==> src/rtl/cached_fetcher.sv <==
//------------------------------------------------------------------------------
// Module   : cached_fetcher
// Brief    : Instruction fetcher with a direct-mapped instruction cache.
// Revision : 1.0 - initial release
//------------------------------------------------------------------------------
`default_nettype none

module cached_fetcher #(
    parameter int PROGRAM_MEM_ADDR_BITS = 8,
    parameter int PROGRAM_MEM_DATA_BITS = 16,
    parameter int CACHE_LINES           = 4
) (
    input  logic                             clk,
    input  logic                             reset,
    input  logic [2:0]                       core_state,
    input  logic [PROGRAM_MEM_ADDR_BITS-1:0] current_pc,
    input  logic                             flush,
    output logic                             mem_read_valid,
    output logic [PROGRAM_MEM_ADDR_BITS-1:0] mem_read_address,
    input  logic                             mem_read_ready,
    input  logic [PROGRAM_MEM_DATA_BITS-1:0] mem_read_data,
    output logic [2:0]                       fetcher_state,
    output logic [PROGRAM_MEM_DATA_BITS-1:0] instruction,
    output logic [7:0]                       miss_count
);

    localparam int INDEX_BITS = $clog2(CACHE_LINES);
    localparam int TAG_BITS   = PROGRAM_MEM_ADDR_BITS - INDEX_BITS;

    localparam logic [2:0] c_CORE_FETCH  = 3'b001;
    localparam logic [2:0] c_CORE_DECODE = 3'b010;

    localparam logic [2:0] c_IDLE     = 3'b000;
    localparam logic [2:0] c_FETCHING = 3'b001;
    localparam logic [2:0] c_FETCHED  = 3'b010;

    logic [2:0]                       r_state;
    logic                             r_mem_valid;
    logic [PROGRAM_MEM_ADDR_BITS-1:0] r_mem_addr;
    logic [PROGRAM_MEM_DATA_BITS-1:0] r_instruction;
    logic [7:0]                       r_miss_count;
    logic [CACHE_LINES-1:0]           r_valid;
    logic [TAG_BITS-1:0]              r_tag  [CACHE_LINES];
    logic [PROGRAM_MEM_DATA_BITS-1:0] r_data [CACHE_LINES];

    logic [INDEX_BITS-1:0]            w_index;
    logic [TAG_BITS-1:0]              w_tag;
    logic                             w_hit;
    logic [INDEX_BITS-1:0]            w_fill_index;
    logic [TAG_BITS-1:0]              w_fill_tag;
    logic                             w_fill;

    assign w_index      = current_pc[INDEX_BITS-1:0];
    assign w_tag        = current_pc[PROGRAM_MEM_ADDR_BITS-1 -: TAG_BITS];
    assign w_hit        = r_valid[w_index] && (r_tag[w_index] == w_tag);
    // The held request address identifies the line to fill.
    assign w_fill_index = r_mem_addr[INDEX_BITS-1:0];
    assign w_fill_tag   = r_mem_addr[PROGRAM_MEM_ADDR_BITS-1 -: TAG_BITS];
    assign w_fill       = (r_state == c_FETCHING) && mem_read_ready;

    always_ff @(posedge clk or negedge reset) begin
        if (!reset) begin
            r_state       <= c_IDLE;
            r_mem_valid   <= 1'b0;
            r_mem_addr    <= '0;
            r_instruction <= '0;
            r_miss_count  <= 8'd0;
            r_valid       <= '0;
        end else begin
            case (r_state)
                c_IDLE: begin
                    if (core_state == c_CORE_FETCH) begin
                        if (w_hit) begin
                            r_instruction <= r_data[w_index];
                            r_state       <= c_FETCHED;
                        end else begin
                            r_mem_valid <= 1'b1;
                            r_mem_addr  <= current_pc;
                            r_state     <= c_FETCHING;
                        end
                    end
                end
                c_FETCHING: begin
                    if (mem_read_ready) begin
                        r_mem_valid            <= 1'b0;
                        r_instruction          <= mem_read_data;
                        r_valid[w_fill_index]  <= 1'b1;
                        if (r_miss_count != 8'hFF) begin
                            r_miss_count <= r_miss_count + 8'd1;
                        end
                        r_state <= c_FETCHED;
                    end
                end
                c_FETCHED: begin
                    if (core_state == c_CORE_DECODE) begin
                        r_state <= c_IDLE;
                    end
                end
                default: begin
                    r_state     <= c_IDLE;
                    r_mem_valid <= 1'b0;
                end
            endcase
            // Flush overrides a coincident fill; the lookup above already used old bits.
            if (flush) begin
                r_valid <= '0;
            end
        end
    end

    always_ff @(posedge clk) begin
        if (w_fill) begin
            r_tag[w_fill_index]  <= w_fill_tag;
            r_data[w_fill_index] <= mem_read_data;
        end
    end

    assign fetcher_state    = r_state;
    assign mem_read_valid   = r_mem_valid;
    assign mem_read_address = r_mem_addr;
    assign instruction      = r_instruction;
    assign miss_count       = r_miss_count;

endmodule

`default_nettype wire

==> config.mk <==
export PLATFORM = sky130hd
export DESIGN_NAME = cached_fetcher
export DESIGN_NICKNAME = d
export VERILOG_FILES = /design/src/rtl/cached_fetcher.sv
export SDC_FILE = /design/constraint.sdc
export NUM_CORES = 1
export LEC_CHECK = 0
export CAP_MARGIN = 30
export CORE_UTILIZATION = 65
export CTS_CLUSTER_DIAMETER = 60
export CTS_CLUSTER_SIZE = 8
export DETAILED_ROUTE_END_ITERATION = 12
export DONT_BUFFER_PORTS = 1
export GPL_TIMING_DRIVEN = 0
export PLACE_DENSITY = 0.81
export SYNTH_ARGS = -nofsm -noshare
export SYNTH_HDL_FRONTEND = slang
export SYNTH_SLANG_ARGS = --single-unit
==> constraint.sdc <==
create_clock -name clk -period 6.83 [get_ports clk]
set_clock_uncertainty 0.05 [all_clocks]
set_input_delay 2.049 -clock clk [delete_from_list [all_inputs] [get_ports clk]]
set_output_delay 2.049 -clock clk [all_outputs]
set_load 0.1 [all_outputs]
### Word-level counts from Yosys, hierarchy flattened

Memories as Yosys holds them, arrays and structs flattened.
Index checks and enable logic that the tools add are counted.

| storage, ports and cells | value |
|---|---|
| memories kept | 2 |
| word-level logic and storage cells | 61 |
| memory bits (writable) | 88 |
| register bits | 40 |
| input bits | 31 |
| output and inout bits | 36 |

Memories:

| memory | words | width | rd ports | clocked after Yosys merged registers in | wr ports | RTL line | source |
|---|---|---|---|---|---|---|---|
| r_data | 4 | 16 | 1 | 0 | 1 | 44 | `logic [PROGRAM_MEM_DATA_BITS-1:0] r_data [CACHE_LINES];` |
| r_tag | 4 | 6 | 1 | 0 | 1 | 43 | `logic [TAG_BITS-1:0] r_tag [CACHE_LINES];` |

| operators by class | value |
|---|---|
| equal/unequal tests | 11 |
| bitwise gates (word level) | 3 |
| $lt $le $gt $ge | 3 |
| add/sub/neg operators | 1 |
| reduce and logical (&&, ||, !) cells | 13 |
| multiplexer cells | 22 |

Operator list:

| operator | count |
|---|---|
| $mux 16 | 3 |
| $pmux 16 s2 | 1 |
| $mux 4 | 3 |
| $ne 2x2->1 const B | 5 |
| $mux 3 | 3 |
| $pmux 3 s3 | 1 |
| $reduce_and 3->1 | 3 |
| $add 8x1->8 const B | 1 |
| $ne 8x8->1 const B | 1 |
| $reduce_and 4->1 | 2 |
| $mux 1 | 7 |
| $eq 3x1->1 const B | 2 |
| $eq 3x2->1 const B | 2 |
| $eq 6x6->1 | 1 |
| $lt 2x3->1 const B | 2 |
| $reduce_bool 2->1 | 3 |
| $or 4x4->4 | 1 |
| $logic_and 1x1->1 | 3 |
| $logic_not 3->1 | 1 |
| $pmux 1 s3 | 1 |
| $bmux 1 s2 | 1 |
| $demux 1 s2 | 1 |
| $ge 2x1->1 const B | 1 |
| $mux 2 | 1 |
| 2 further kinds | 3 |

### Depth between registers and ports, before layout

Gate-level depths: netlist (run 1).

| depth | value |
|---|---|
| word-level depth | 8 |
| mapped depth | 8 |
| mapped depth without buffers | 7 |

### Worst setup path after synthesis (run 1)

Ideal clock, no wire load.

| timing | value |
|---|---|
| path kind | input to register |
| start | input port mem_read_ready |
| end | memory r_data[0][0], enable pin |
| setup time | 431 ps |
| data required time | 6349 ps |
| arrival time | 4072 ps |
| stages on the path | 3 |
| buffers on the path | 0 |
| path slack | 2277 ps |
| cell sequence | nand2_1 > or3_1 > nor3_1 |

| between the ends | value |
|---|---|
| cells in the longest elaborated chain, start to end | 3 |

Ends and longest elaborated chain:

| element | RTL line | source |
|---|---|---|
| start: declaration | 20 | `input logic mem_read_ready,` |
| $logic_and 1x1->1 | 59 | `assign w_fill = (r_state == c_FETCHING) && mem_read_ready;` |
| $mux 1 | 112 | `if (w_fill) begin` |
| $mux 1 (not written as such) | 114 | `r_data[w_fill_index] <= mem_read_data;` |
| end: declaration | 44 |  |

No other way between the ends.

### Final worst setup path (run 1)

| timing | value |
|---|---|
| start | input port current_pc[1] |
| end | register r_instruction[0] (netlist: instruction[0]) |

| between the ends | value |
|---|---|
| cells in the longest elaborated chain, start to end | 5 |
| elaborated cells between the ends (all ways) | 11 |
| classes of those cells | eq/ne (2); mux (5); reduce/logical (2); memory (2) |

Ends and longest elaborated chain:

| element | RTL line | source |
|---|---|---|
| start: declaration | 16 | `input logic [PROGRAM_MEM_ADDR_BITS-1:0] current_pc,` |
| $mem_v2 4x6 or $bmux 1 s2 (tied branches) | - |  |
| $eq 6x6->1 or $mux 1 (tied branches) | 55 | `assign w_hit = r_valid[w_index] && (r_tag[w_index] == w_tag);` |
| $logic_and 1x1->1 | 55 |  |
| $ne 2x2->1 (no source line) | - |  |
| $reduce_and 4->1 (no source line) | - |  |
| end signal: assignment | 74 | `r_instruction <= r_data[w_index];` |
| end signal: assignment | 86 | `r_instruction <= mem_read_data;` |
| end: declaration | 40 | `logic [PROGRAM_MEM_DATA_BITS-1:0] r_instruction;` |

Several ways; a longest one is shown, not always the timed one. The select of a mux whose other input is x is not followed.
A chain may end at the register's enable or synchronous reset.

==> flow_summary_export.csv, run 1 <==
group,metric,value,unit
job,cap_violations,0,
synthesis,ys_seq_elements,127,
placement,place_congestion,0.693,
synthesis,yosysMostFrequentCell,"edfxtp_1",
synthesis,synthArstFlopShare,0.307,
cts,postCtsSetupBuffers,0,
placement,dpl-instance-area,5410,um^2
synthesis,synth_edf_count,88,
routing,routed-via-count,2672,
floorplan,die_area,8260,um^2
routing,drtIter0Drc,246,
routing,ant_nets,0,
setup_path,endpoint_kind,"flop",
global_route,antenna_found_initial,0,
cts,clk_latency,0.51,ns
global_route,gr-total-overflow,0,
timing,period_share,0.611,
floorplan,die_w,90.9,um
cts,clock_path_buffers,2,
finish,antenna_cells,0,
synthesis,yosysTopAreaCell,"edfxtp_1",
synthesis,ys_warn_count,0,
synthesis,synth_top_area_share,0.515,
cts,cts_resized,0,
floorplan,io_pins,67,
finish,final_nets,338,
cts,cts_buffers,17,
power,p_per_area,443,nW/um^2
timing,max_freq,240,MHz
hold_path,hp-class,"reg -> reg",
finish,syn_to_final_growth,19.6,%
floorplan,dieHeight,90.9,um
routing,wirelength,10900,um
synthesis,netlist_top_cells_count,"edfxtp_1 (88), dfrtp_1 (39), mux2_2 (32)",
floorplan,initial_utilization,0.668,
cts,path_clk_slew,0.06,ns
routing,post_drt_via_cell_ratio,6.35,
cts,cts_tree,"done",
timing,tightest_slew,1.01,ns
setup_path,worst-path-max-fanout,10,
status,status,"finished, final reports clean",
placement,dpl.hpwl,6000,um
cts,ctsRootBufferMaster,"clkbuf_8",
setup_path,cp.required,7.16,ns
global_route,grt_use_total,0.275,
timing,maxSlewHeadroom,0.326,
setup_path,crit_type,"in -> reg",
global_route,grt_pass1_vias,2940,
synthesis,synth_area_leaders,"edfxtp_1 (51%), dfrtp_1 (19%), mux4_2 (8.3%)",
global_route,grt_pass1_wl,16100,um
synthesis,syn_avg_cell_area,18.6,um^2
synthesis,seq_area_frac_synth,0.705,
finish,design_area,6140,um^2
setup_path,start_kind,"primary input",
timing,finalHoldViolCount,0,
routing,drc,0,
cts,postCtsHoldBufs,0,
timing,rsz0062_at_grt,"no",
placement,portBuffers,0,
timing,slew_viol_final,0,
power,ir_worst_vdd,308,uV
timing,finalCriticalPeriod,4.17,ns
timing,setup-tns-final,0,ns
synthesis,synth_area,5130,um^2
synthesis,syn-num-nets,308,
floorplan,fp-row-count,32,
synthesis,yosys_most_used_dff,"edfxtp_1",
timing,finalSetupViolations,0,
routing,drtPass1Iterations,4,
routing,wl_per_cell,25.9,um
synthesis,syn_inst,276,
cts,cts_sinks,127,
global_route,grt_max_degree,40,
cts,cts_max_level,4,
setup_path,crit_arrival,4.51,ns
finish,final_layout_size_suffix_gt1_frac,0.367,
synthesis,synth_cell_types,35,
power,p_leak,2.25,nW
floorplan,core,7690,um^2
final timing paths:
path / startpoint / to / slack, ns / depth (start not counted)
worst max register to register: fetcher_state[1] / instruction[0] / 4.04 / 6
worst min-delay path: r_valid[1] / r_valid[1] / 0.49 / 1
worst max-delay path: current_pc[1] / instruction[0] / 2.66 / 8
worst min register to register: r_valid[1] / r_valid[1] / 0.49 / 1
max in group asynchronous: reset / instruction[8] / 5.45 / 0
min in group asynchronous: reset / instruction[15] / 1.18 / 0
cell families after synthesis:
family / synth area share
other cells: 0.000730
flops: 0.705
buf+inv: 0.0139
fa+ha+maj: 0.00244
simple gates: 0.0383
xor+xnor: 0.0273
mux: 0.193
compound gates: 0.0193
worst max-delay path: stages:
cell	delay (ns)
buf_4	0.19
buf_2	0.33
mux4_2	0.39
xnor2_1	0.30
o2111ai_2	0.22
a21oi_4	0.44
buf_8	0.23
mux2_4	0.33
flip-flops by register name, indices dropped and copies added, names as in the netlist:
name              flops
miss_count            8
fetcher_state         2
mem_read_address      8
instruction          16
mem_read_valid        1
r_valid               4
r_data               64
r_tag                24
metal layers:
metal / up-vias / global-route usage / part of all wire
met4: 0 / 0.173 / 0.021
met1: 1385 / 0.323 / 0.39
met2: 130 / 0.440 / 0.53
met3: 23 / 0.0918 / 0.064
met5: - / 0 / 0
li1: 1134 / - / -
report_power, final:
part           total (W)  switching (W)  leakage [nW]  internal, W
logic           0.000267       0.000123         0.665     0.000144
clock network   0.000958       0.000326         0.305     0.000632
registers        0.00150       0.000593          1.28     0.000904
total            0.00272        0.00104          2.25      0.00168
cells in the final DEF, fill, tap and decap left out, types with 2 or more instances in the layout:
cell / netlist / layout
clkbuf_16: 0 / 16
nand2b_1: 2 / 2
xor2_1: 7 / 7
clkbuf_1: 2 / 4
mux2_2: 32 / 32
clkinv_4: 0 / 2
dfrtp_1: 39 / 39
nand2_1: 11 / 11
edfxtp_1: 88 / 88
bufinv_16: 0 / 5
mux2_4: 9 / 9
xnor2_1: 9 / 9
inv_6: 0 / 3
nor2_1: 16 / 14
buf_6: 1 / 5
buf_16: 0 / 7
nand3_1: 4 / 4
and3_1: 2 / 2
mux2i_1: 7 / 7
nor2_2: 1 / 3
mux4_2: 19 / 19
nand4_1: 2 / 2
nor3_1: 3 / 2
buf_4: 2 / 2
o21ai_0: 3 / 3
buf_2: 3 / 3
final cells by class:
class	count	area, um^2
well taps	102	128
repair buffers	11	238
clock inverters	13	210
clock buffers	19	422
inverters	1	3.75
plain buffers	10	67.6
fillers	391	1550
multi-input cells	138	1460
flip-flops and latches	127	3620
metrics by stage:
step,power [W],setup WS [ns],hold WS (ns),std cells,util
2_1_floorplan,0.00167,2.28,0.411,276,-
3_3_place_gp,0.00170,0.957,0.425,378,0.685
3_5_place_dp,0.00173,2.27,0.446,384,0.703
4_1_cts,0.00269,2.63,0.473,416,0.785
5_1_grt,0.00279,2.49,0.499,421,0.799
6_report,0.00272,2.66,0.486,421,0.799
No activity file was read; power rests on OpenSTA's default activity.
==> run 2: changes to the inputs <==
Settings changed: ABC_AREA set to 1, CORE_UTILIZATION 65 to 63, PLACE_DENSITY 0.81 to 0.79.
Clock period 6.83 ns to 4.1 ns, I/O delays scaled along.
==> run 2 against run 1 <==
  * Sequential power increased by 83%
  * Die area up 7.2%
  * Critical path type is now reg -> reg
  * Design area up 3.1%
==> flow_summary_export.csv, run 2 <==
group,metric,value,unit
setup_path,ff2ff_setup_slack,0.53,ns
finish,mostFrequentLayoutCell,"nand2_1",
cts,cts_buffers,17,
setup_path,worst-path-buf-inv,5,
timing,finalHoldViolCount,0,
finish,design_area,6330,um^2
synthesis,netlist_top_cells_count,"nand2_1 (161), edfxtp_1 (88), nor2_1 (53)",
synthesis,synth-compound-area-share,0.0576,
synthesis,synth_top_area_share,0.494,
timing,rsz0062_at_grt,"no",
global_route,grt_max_degree,40,
setup_path,path_delay_family,"simple AND/OR/NAND/NOR gates",
setup_path,crit_type,"reg -> reg",
synthesis,synth_top_family_by_area,"simple AND/OR/NAND/NOR gates",
hold_path,hp-class,"in -> async",
cts,cts_sinks,127,
finish,max_flop_register,"r_data",
floorplan,dieHeight,94.1,um
global_route,grt_pass1_wl,20000,um
global_route,grt_use_total,0.316,
synthesis,synth_area,5340,um^2
global_route,antenna_found_initial,0,
placement,portBuffers,0,
timing,finalCriticalPeriod,3.57,ns
setup_path,cp.required,4.29,ns
cts,cts_max_level,4,
floorplan,die_w,94.1,um
cts,postCtsHoldBufs,0,
finish,antenna_cells,0,
finish,final_cell_mix,"nand2_1 (161), edfxtp_1 (88), nor2_1 (53), nand3_1 (43), dfrtp_1 (39)",
placement,place_congestion,0.838,
setup_path,crit_arrival,3.76,ns
setup_path,endpoint_kind,"flop",
timing,finalSetupViolations,0,
setup_path,cp_common_cell,"inv_1",
finish,multiInputGateArea,1550,um^2
placement,place_ws,0.616,ns
timing,max_freq,280,MHz
power,ir_worst_vdd,628,uV
finish,final_cell_count_no_fill,659,
setup_path,start_kind,"flop",
synthesis,yosys-mux-area-fraction,0,
routing,post_drt_via_cell_ratio,5.99,
cts,cts_tree,"done",
timing,period_share,0.871,
cts,path_clk_slew,0.06,ns
routing,ant_nets,0,
routing,drtPass1Iterations,8,
finish,final_nets,573,
synthesis,syn_inst,509,
finish,final_layout_size_suffix_gt1_frac,0.121,
synthesis,synth-xor-area-share,0.0115,
synthesis,synth_area_leaders,"edfxtp_1 (49%), dfrtp_1 (18%), nand2_1 (11%)",
synthesis,synth_cell_types,27,
job,cap_violations,0,
setup_path,critPathMaxStageDelay,0.99,ns
setup_path,crit_path_top_delay_cell,"dfrtp_1",
routing,wl_per_cell,19.8,um
cts,ctsRootBufferMaster,"clkbuf_8",
timing,slew_viol_final,0,
power,p_per_area,854,nW/um^2
cts,postCtsSetupBuffers,0,
placement,dp.cells,623,
global_route,grt_pass1_vias,3971,
setup_path,crit_chain,"inv_1, nor2_4, inv_2, nor2_1, inv_1, nor3_2, buf_8, buf_6",
synthesis,yosysTopAreaCell,"edfxtp_1",
placement,dpl.hpwl,8140,um
timing,tightest_slew,1.03,ns
synthesis,ys_warn_count,0,
power,p_leak,2.65,nW
synthesis,synthAdderAreaFrac,0.00234,
routing,wirelength,13100,um
synthesis,syn_avg_cell_area,10.5,um^2
floorplan,die_area,8850,um^2
finish,largest_register_ffs,64,
cts,clock_path_buffers,2,
finish,fill_cells,502,
timing,maxSlewHeadroom,0.310,
synthesis,synthArstFlopShare,0.307,
synthesis,yosys_most_used_dff,"edfxtp_1",
setup_path,worst-path-max-fanout,10,
synthesis,syn-num-nets,541,
floorplan,initial_utilization,0.650,
floorplan,io_pins,67,
routing,drc,0,
synthesis,synth_edf_count,88,
synthesis,seq_area_frac_synth,0.677,
synthesis,yosys.area_share.simple,0.214,
timing,fin_ws,0.529,ns
synthesis,yosysMostFrequentCell,"nand2_1",
finish,seqCellArea,3620,um^2
timing,setup-tns-final,0,ns
routing,routed-via-count,3945,
global_route,gr-total-overflow,0,
placement,dpl-instance-area,5620,um^2
cts,clk_latency,0.53,ns
status,status,"finished, final reports clean",
routing,drtIter0Drc,355,
cts,cts_resized,0,
synthesis,ys_seq_elements,127,
floorplan,fp-row-count,33,
floorplan,core,8220,um^2
finish,syn_to_final_growth,18.5,%
run 2: cell types whose count changed after synthesis, sizes merged, moves of 6 or more:
cell    previous run  this run
nand2             11       162
mux2              41         0
nand3              4        45
nor2              17        55
o21ai              3        34
inv                1        26
mux4              19         0
o22ai              0        16
clkbuf             2         9
mux2i              7         0
nand4              2         8
run 2: worst reg2reg max path, cell delays in order (launching register included):
cell and delay, ns:
dfrtp_1 0.99, inv_1 0.25, nor2_4 0.33, inv_2 0.16
nor2_1 0.25, inv_1 0.17, nor3_2 0.68, buf_8 0.25
buf_6 0.16
run 2: logic make-up (layout without fill, tap and decap cells):
logic type                 Yosys count  in the layout
and+or+nand+nor                    275            275
adders and majority gates            1              1
buffers and inverters               46             91
other                                1              1
DFF                                127            127
AOI/OAI and AO/OA                   52             52
xor gates and xnor gates             7              7
run 2: cell type report:
type,count,share of cell area
clock inverters,14,0.0336
plain buffers,20,0.0158
clock buffers,18,0.0660
inverters,26,0.0154
flip-flops and latches,127,0.571
well taps,105,0.0207
repair buffers,13,0.0326
multi-input cells,336,0.244
run 2: worst paths after layout:
| check | start | endpoint | depth (start not counted) |
|---|---|---|---|
| setup reg to reg | fetcher_state[0] | r_data[3][9] | 8 |
| min in group clk | r_valid[3] | r_valid[3] | 2 |
| max in group asynchronous | reset | instruction[7] | 0 |
| hold / removal | reset | mem_read_address[4] | 0 |
| hold reg to reg | r_valid[3] | r_valid[3] | 2 |
| setup / recovery | fetcher_state[0] | r_data[3][9] | 8 |
run 2: metrics by stage:
stage	util	power, W	hold WS, ns
floorplan	-	0.00341	0.416
global placement	0.666	0.00361	0.431
detailed placement	0.684	0.00371	0.440
CTS	0.761	0.00531	0.331
global route	0.771	0.00557	0.330
finish	0.771	0.00541	0.341
run 2: power breakdown:
part	switching [W]	internal (W)	leakage (nW)
Combinational	0.000712	0.000350	1.06
Clock	0.000553	0.00105	0.301
Sequential	0.00114	0.00161	1.29
run 2: routing by layer:
layer  vias to the layer above  wire length (um)  global-route usage  share of wire
met4                         0               340               0.155          0.026
met5                         -                 0                   0              0
met1                      1890              4930               0.393           0.38
met2                       236              6440               0.510           0.49
li1                       1789                 -                   -              -
met3                        30              1350              0.0898           0.10
